<file path="src/rtl/popcount_acc_neuron.sv">
// popcount_acc_neuron
// Accumulates signed (pos_cnt - neg_cnt) beats from a pair of 3-input
// popcount units over BEATS accepted beats. It then presents the final sum
// and an activation code through a valid/ready handshake.
// Optional feature macro: TERNARY_ACT_EN
//   defined     -> ternary activation {+1, 0, -1} using thr_hi / thr_lo
//   not defined -> binary activation {0, 1} using thr_hi only
module popcount_acc_neuron #(
    parameter int BEATS = 8,
    parameter int SUM_W = $clog2(3*BEATS+1)+1
) (
    input  logic             clk,
    input  logic             rst_n,
    input  logic             in_valid,
    output logic             in_ready,
    input  logic [1:0]       pos_cnt,
    input  logic [1:0]       neg_cnt,
    input  logic             flush,
    input  logic [SUM_W-1:0] thr_hi,
    input  logic [SUM_W-1:0] thr_lo,
    output logic             out_valid,
    input  logic             out_ready,
    output logic [SUM_W-1:0] out_sum,
    output logic [1:0]       out_act
);

    localparam int CNT_W = (BEATS > 1) ? $clog2(BEATS+1) : 1;
    localparam logic [CNT_W-1:0] LAST_BEAT = CNT_W'(BEATS-1);

    typedef enum logic {
        ACC  = 1'b0,
        HOLD = 1'b1
    } state_t;

    state_t                  state, state_nxt;
    logic [CNT_W-1:0]        cnt, cnt_nxt;
    logic signed [SUM_W-1:0] acc, acc_nxt;
    logic signed [SUM_W-1:0] delta_p0;
    logic signed [SUM_W-1:0] sum_p0;
    logic signed [SUM_W-1:0] thr_hi_s;
    logic [SUM_W-1:0]        out_sum_nxt;
    logic [1:0]              out_act_nxt;

`ifdef TERNARY_ACT_EN
    logic signed [SUM_W-1:0] thr_lo_s;

    // +1 when at/above upper threshold (wins on overlap), -1 at/below lower, else 0
    function automatic logic [1:0] act_fn(input logic signed [SUM_W-1:0] s,
                                          input logic signed [SUM_W-1:0] hi,
                                          input logic signed [SUM_W-1:0] lo);
        if (s >= hi)
            return 2'b01;
        else if (s <= lo)
            return 2'b11;
        else
            return 2'b00;
    endfunction

    assign thr_lo_s = $signed(thr_lo);
`else
    // Lower threshold has no role in the binary activation
    logic unused_thr_lo;

    // 1 when at/above the upper threshold, else 0; upper bit is always 0
    function automatic logic [1:0] act_fn(input logic signed [SUM_W-1:0] s,
                                          input logic signed [SUM_W-1:0] hi);
        return {1'b0, (s >= hi)};
    endfunction

    assign unused_thr_lo = ^thr_lo;
`endif

    // Beat difference is -3..+3; zero-extend both counts then subtract at full width
    assign delta_p0 = $signed({{(SUM_W-2){1'b0}}, pos_cnt})
                    - $signed({{(SUM_W-2){1'b0}}, neg_cnt});
    assign sum_p0   = acc + delta_p0;
    assign thr_hi_s = $signed(thr_hi);

    // Next-state, accumulator and result selection; handshake outputs decode state only
    always_comb begin
        state_nxt   = state;
        cnt_nxt     = cnt;
        acc_nxt     = acc;
        out_sum_nxt = out_sum;
        out_act_nxt = out_act;
        in_ready    = 1'b0;
        out_valid   = 1'b0;
        case (state)
            ACC: begin
                in_ready = 1'b1;
                if (flush) begin
                    // Abort wins over a same-cycle beat, which is dropped
                    acc_nxt = '0;
                    cnt_nxt = '0;
                end else if (in_valid) begin
                    if (cnt == LAST_BEAT) begin
                        acc_nxt     = '0;
                        cnt_nxt     = '0;
                        out_sum_nxt = sum_p0;
`ifdef TERNARY_ACT_EN
                        out_act_nxt = act_fn(sum_p0, thr_hi_s, thr_lo_s);
`else
                        out_act_nxt = act_fn(sum_p0, thr_hi_s);
`endif
                        state_nxt   = HOLD;
                    end else begin
                        acc_nxt = sum_p0;
                        cnt_nxt = cnt + CNT_W'(1);
                    end
                end
            end
            HOLD: begin
                out_valid = 1'b1;
                if (out_ready)
                    state_nxt = ACC;
            end
            default: begin
                state_nxt = ACC;
            end
        endcase
    end

    // Control state: FSM and beat counter
    always_ff @(posedge clk or negedge rst_n) begin
        if (!rst_n) begin
            state <= ACC;
            cnt   <= '0;
        end else begin
            state <= state_nxt;
            cnt   <= cnt_nxt;
        end
    end

    // Running sum and registered result; reset discards any partial or pending result
    always_ff @(posedge clk or negedge rst_n) begin
        if (!rst_n) begin
            acc     <= '0;
            out_sum <= '0;
            out_act <= 2'b00;
        end else begin
            acc     <= acc_nxt;
            out_sum <= out_sum_nxt;
            out_act <= out_act_nxt;
        end
    end

endmodule

</file>
<file path="config.mk">
export PLATFORM = sky130hd
export DESIGN_NAME = popcount_acc_neuron
export DESIGN_NICKNAME = d
export VERILOG_FILES = /design/src/rtl/popcount_acc_neuron.sv
export SDC_FILE = /design/constraint.sdc
export NUM_CORES = 1
export LEC_CHECK = 0
export CAP_MARGIN = 5
export CORE_UTILIZATION = 66
export DETAILED_ROUTE_END_ITERATION = 12
export DONT_BUFFER_PORTS = 1
export GPL_ROUTABILITY_DRIVEN = 0
export GPL_TIMING_DRIVEN = 0
export PLACE_DENSITY = 0.82
export SKIP_CTS_REPAIR_TIMING = 1
export SLEW_MARGIN = 20
export SYNTH_ARGS = -nofsm -noshare
export SYNTH_HDL_FRONTEND = slang
export SYNTH_SLANG_ARGS = --single-unit
</file>
<file path="constraint.sdc">
create_clock -name clk -period 6.15 [get_ports clk]
set_input_delay 0 -clock clk [delete_from_list [all_inputs] [get_ports clk]]
set_output_delay 0 -clock clk [all_outputs]
set_load 0.005 [all_outputs]
</file>
==> flow_metrics.py <==
metrics = {
    "timing": {
        "fin_crit_sh_pct": 43.6,
        "fmax_mhz": 373,
        "worst_pin_slew_ps": 776,
        "skew_ps": 1.30,
        "slew_viol_final": 0,
        "setup_tns_ps": 0,
        "setup_ws_ps": 3470,
        "max_slew_margin_pct": 48.1,
        "min_period_ps": 2680,
        "setup_viol": 0,
        "rsz0062_at_grt": "false",
        "hold_viol": 0,
    },
    "synthesis": {
        "ys_ff_latch": 18,
        "synth_common_cells": "dfrtp_1, inv_1, nand2_1, ha_1, o21ai_0",
        "synth_edf_count": 0,
        "yosys.area.top_type": "dfrtp_1",
        "netlist_instances": 126,
        "synth_most_common_cell": "dfrtp_1",
        "synthesis.nets": 162,
        "synth_top_cells_by_area": "dfrtp_1, ha_1, inv_1",
        "syn-cell-area_um2": 1180,
        "ys_seq_area_share_pct": 38.1,
        "synth_top_flop_cell": "dfrtp_1",
        "synthArstFlopShare_pct": 100,
        "ys.warnings.count": 0,
        "syn_area_per_cell_um2": 9.39,
        "netlist.area_leader.share_pct": 38.1,
        "synth_cell_types": 37,
    },
    "worst_setup_path": {
        "crit_type": "reg2reg",
        "required_ps": 6320,
        "path_max_fanout": 3,
        "crit_path_end_kind": "flop",
        "cpLargestDelayFamily": "compound AO/OA/AOI/OAI gates",
        "worst_path_largest_cell_delay_ps": 410,
        "cp-start-kind": "flop",
        "critPathBufInv": 0,
        "cp.arrival_ps": 2850,
        "crit_chain": "ha_1 > a211o_1 > a2111oi_2 > nand3b_2 > xnor2_1 > ha_1 > nand2b_1 > a21boi_0 > mux2i_1 > o21ai_0",
        "crit_slowest_cell": "dfrtp_1",
        "cpMostUsedCell": "ha_1",
    },
    "die": {
        "die_area_um2": 1970,
        "initial_core_util_pct": 74.3,
        "rows": 14,
        "pin_count": 31,
        "fp.dieW_um": 44.4,
        "die_h_um": 44.4,
        "core_area_um2": 1590,
    },
    "final_layout": {
        "area_growth_pct": 9.83,
        "drive_above_1_share_pct": 10.4,
        "layoutNonFillerInstCount": 159,
        "num-nets-final": 172,
        "design_area_um2": 1300,
        "final.fill_count": 100,
        "num_antenna_cells": 0,
    },
    "power_and_ir_drop": {
        "ir_drop_v": 0.000192,
        "p_int_mw": 0.208,
        "power_mw": 0.302,
        "p_switching_mw": 0.0939,
        "p_leak_nw": 0.676,
        "p_seq_share_pct": 43.8,
        "p_comb_share_pct": 32.9,
        "p_per_area_nw_per_um2": 232,
        "sw_frac_of_total_pct": 31.1,
        "clkPwrFrac_pct": 23.3,
    },
    "clock_tree": {
        "clk_pin_slew_ps": 100,
        "clk-insertion-delay-late_ps": 280,
        "cts.sinks": 18,
        "cts-root-buf": "clkbuf_4",
        "htreeDepth": 1,
        "cts-buffers-inserted": 3,
        "clockBufferDepth": 2,
        "cts_tree": "built",
    },
    "drt": {
        "wl_per_cell_um": 14.0,
        "drcViolationCount": 0,
        "drt_pass1_iterations": 4,
        "vias": 887,
        "finalWirelength_mm": 2.23,
        "final_antenna_net_count": 0,
        "drt_first_iter_violations": 7,
        "viasPerCell": 5.58,
    },
    "global_routing": {
        "grt_max_degree": 19,
        "antenna_found_initial": 0,
        "grt_pass1_vias": 858,
        "grt_pass1_wl_mm": 3.54,
        "grt.total_usage_pct": 25.0,
        "grt_overflow": 0,
    },
    "placed_design": {
        "dp_hpwl_mm": 1.71,
        "placed_cell_area_um2": 1210,
        "dp.cells": 150,
        "place_ws_ps": 3150,
        "io_buffers": 0,
    },
    "run_status": {
        "status": "finished, final reports clean",
    },
    "flow_run": {
        "drv_cap": 0,
    },
    "min_path": {
        "hold_path_class": "in2reg",
    },
}
[layout by cell type, fill, tap and decap left out, types with 2 or more instances in the layout]
master	Yosys	final
nand2_1	16	16
a31oi_1	3	3
a21o_1	3	3
nor2_1	2	2
inv_1	17	17
ha_1	13	13
a21oi_1	4	4
nand3_1	2	2
o21ai_1	2	2
clkbuf_4	0	3
dfrtp_1	18	18
o21ai_0	12	12
nand2b_1	2	2
a22o_1	3	3
fa_1	2	2
nor2b_1	2	2
dlygate4sd3_1	0	5
xnor2_1	3	3
nor3b_1	2	2
[worst reg2reg max path, delay by kind of cell, from the launching register on]
kind                     cells  cell delay, ps
AND/OR/NAND/NOR              2             370
multiplexers                 1             130
adder cells (fa/ha/maj)      2             610
flip-flops                   1             410
AO/OA/AOI/OAI                4             860
XOR/XNOR                     1             180
[final timing paths]
kind,from,to,slack (ps),cells after the start
max reg2reg,acc[1],out_act[0],3470,10
min reg2reg,out_sum[0],out_sum[0],530,2
max in group asynchronous,rst_n,cnt[1],5440,1
max,acc[1],out_act[0],3470,10
min,flush,cnt[3],20,3
min in group asynchronous,rst_n,acc[3],230,1
[per-layer routing]
layer / vias to the layer above / global-route usage [%] / routed length, µm
met5: - / 0 / 0
met4: 0 / 9.09 / 23
met3: 4 / 2.04 / 45
met2: 19 / 44.7 / 1110
met1: 415 / 31.6 / 1050
li1: 449 / - / -
[cell type report]
cell class | instances | area, µm² | share of cell area [%]
buffer | 2 | 12.5 | 0.962
clock buffer | 4 | 36.3 | 2.79
timing repair buffer | 5 | 50.0 | 3.85
multi-input combinational | 88 | 653 | 50.2
inverter | 18 | 67.6 | 5.20
tap | 24 | 30.0 | 2.31
sequential | 18 | 450 | 34.6
[cell families after synthesis]
group | after synthesis | share of synthesized area (%)
flops | 18 | 38.1
simple gates | 31 | 12.9
other cells | 1 | 0.317
fa+ha+maj | 15 | 17.1
xor+xnor | 3 | 2.22
compound gates | 35 | 19.6
mux | 3 | 3.07
buf+inv | 20 | 6.76
[flip-flops by register name (all words and copies together), names as in the netlist]
name	flops
out_sum	6
cnt	4
out_act	1
acc	6
state	1
[power by group through the flow]
stage | Combinational, mW | Sequential (mW) | Clock (mW)
floorplan | 0.0759 | 0.132 | 0
global placement | 0.0898 | 0.134 | 0
detailed placement | 0.0942 | 0.134 | 0
CTS | 0.0954 | 0.132 | 0.0703
global route | 0.114 | 0.133 | 0.0773
finish | 0.0994 | 0.132 | 0.0704
[metrics by stage]
stage          utilization (%)  hold slack, ps
3_5_place_dp              76.1            -295
3_3_place_gp              76.1            -295
5_1_grt                   81.6            6.46
6_report                  81.6            15.5
2_1_floorplan                -            -296
4_1_cts                   78.4            -605
Power figures use the tool's default switching activity.
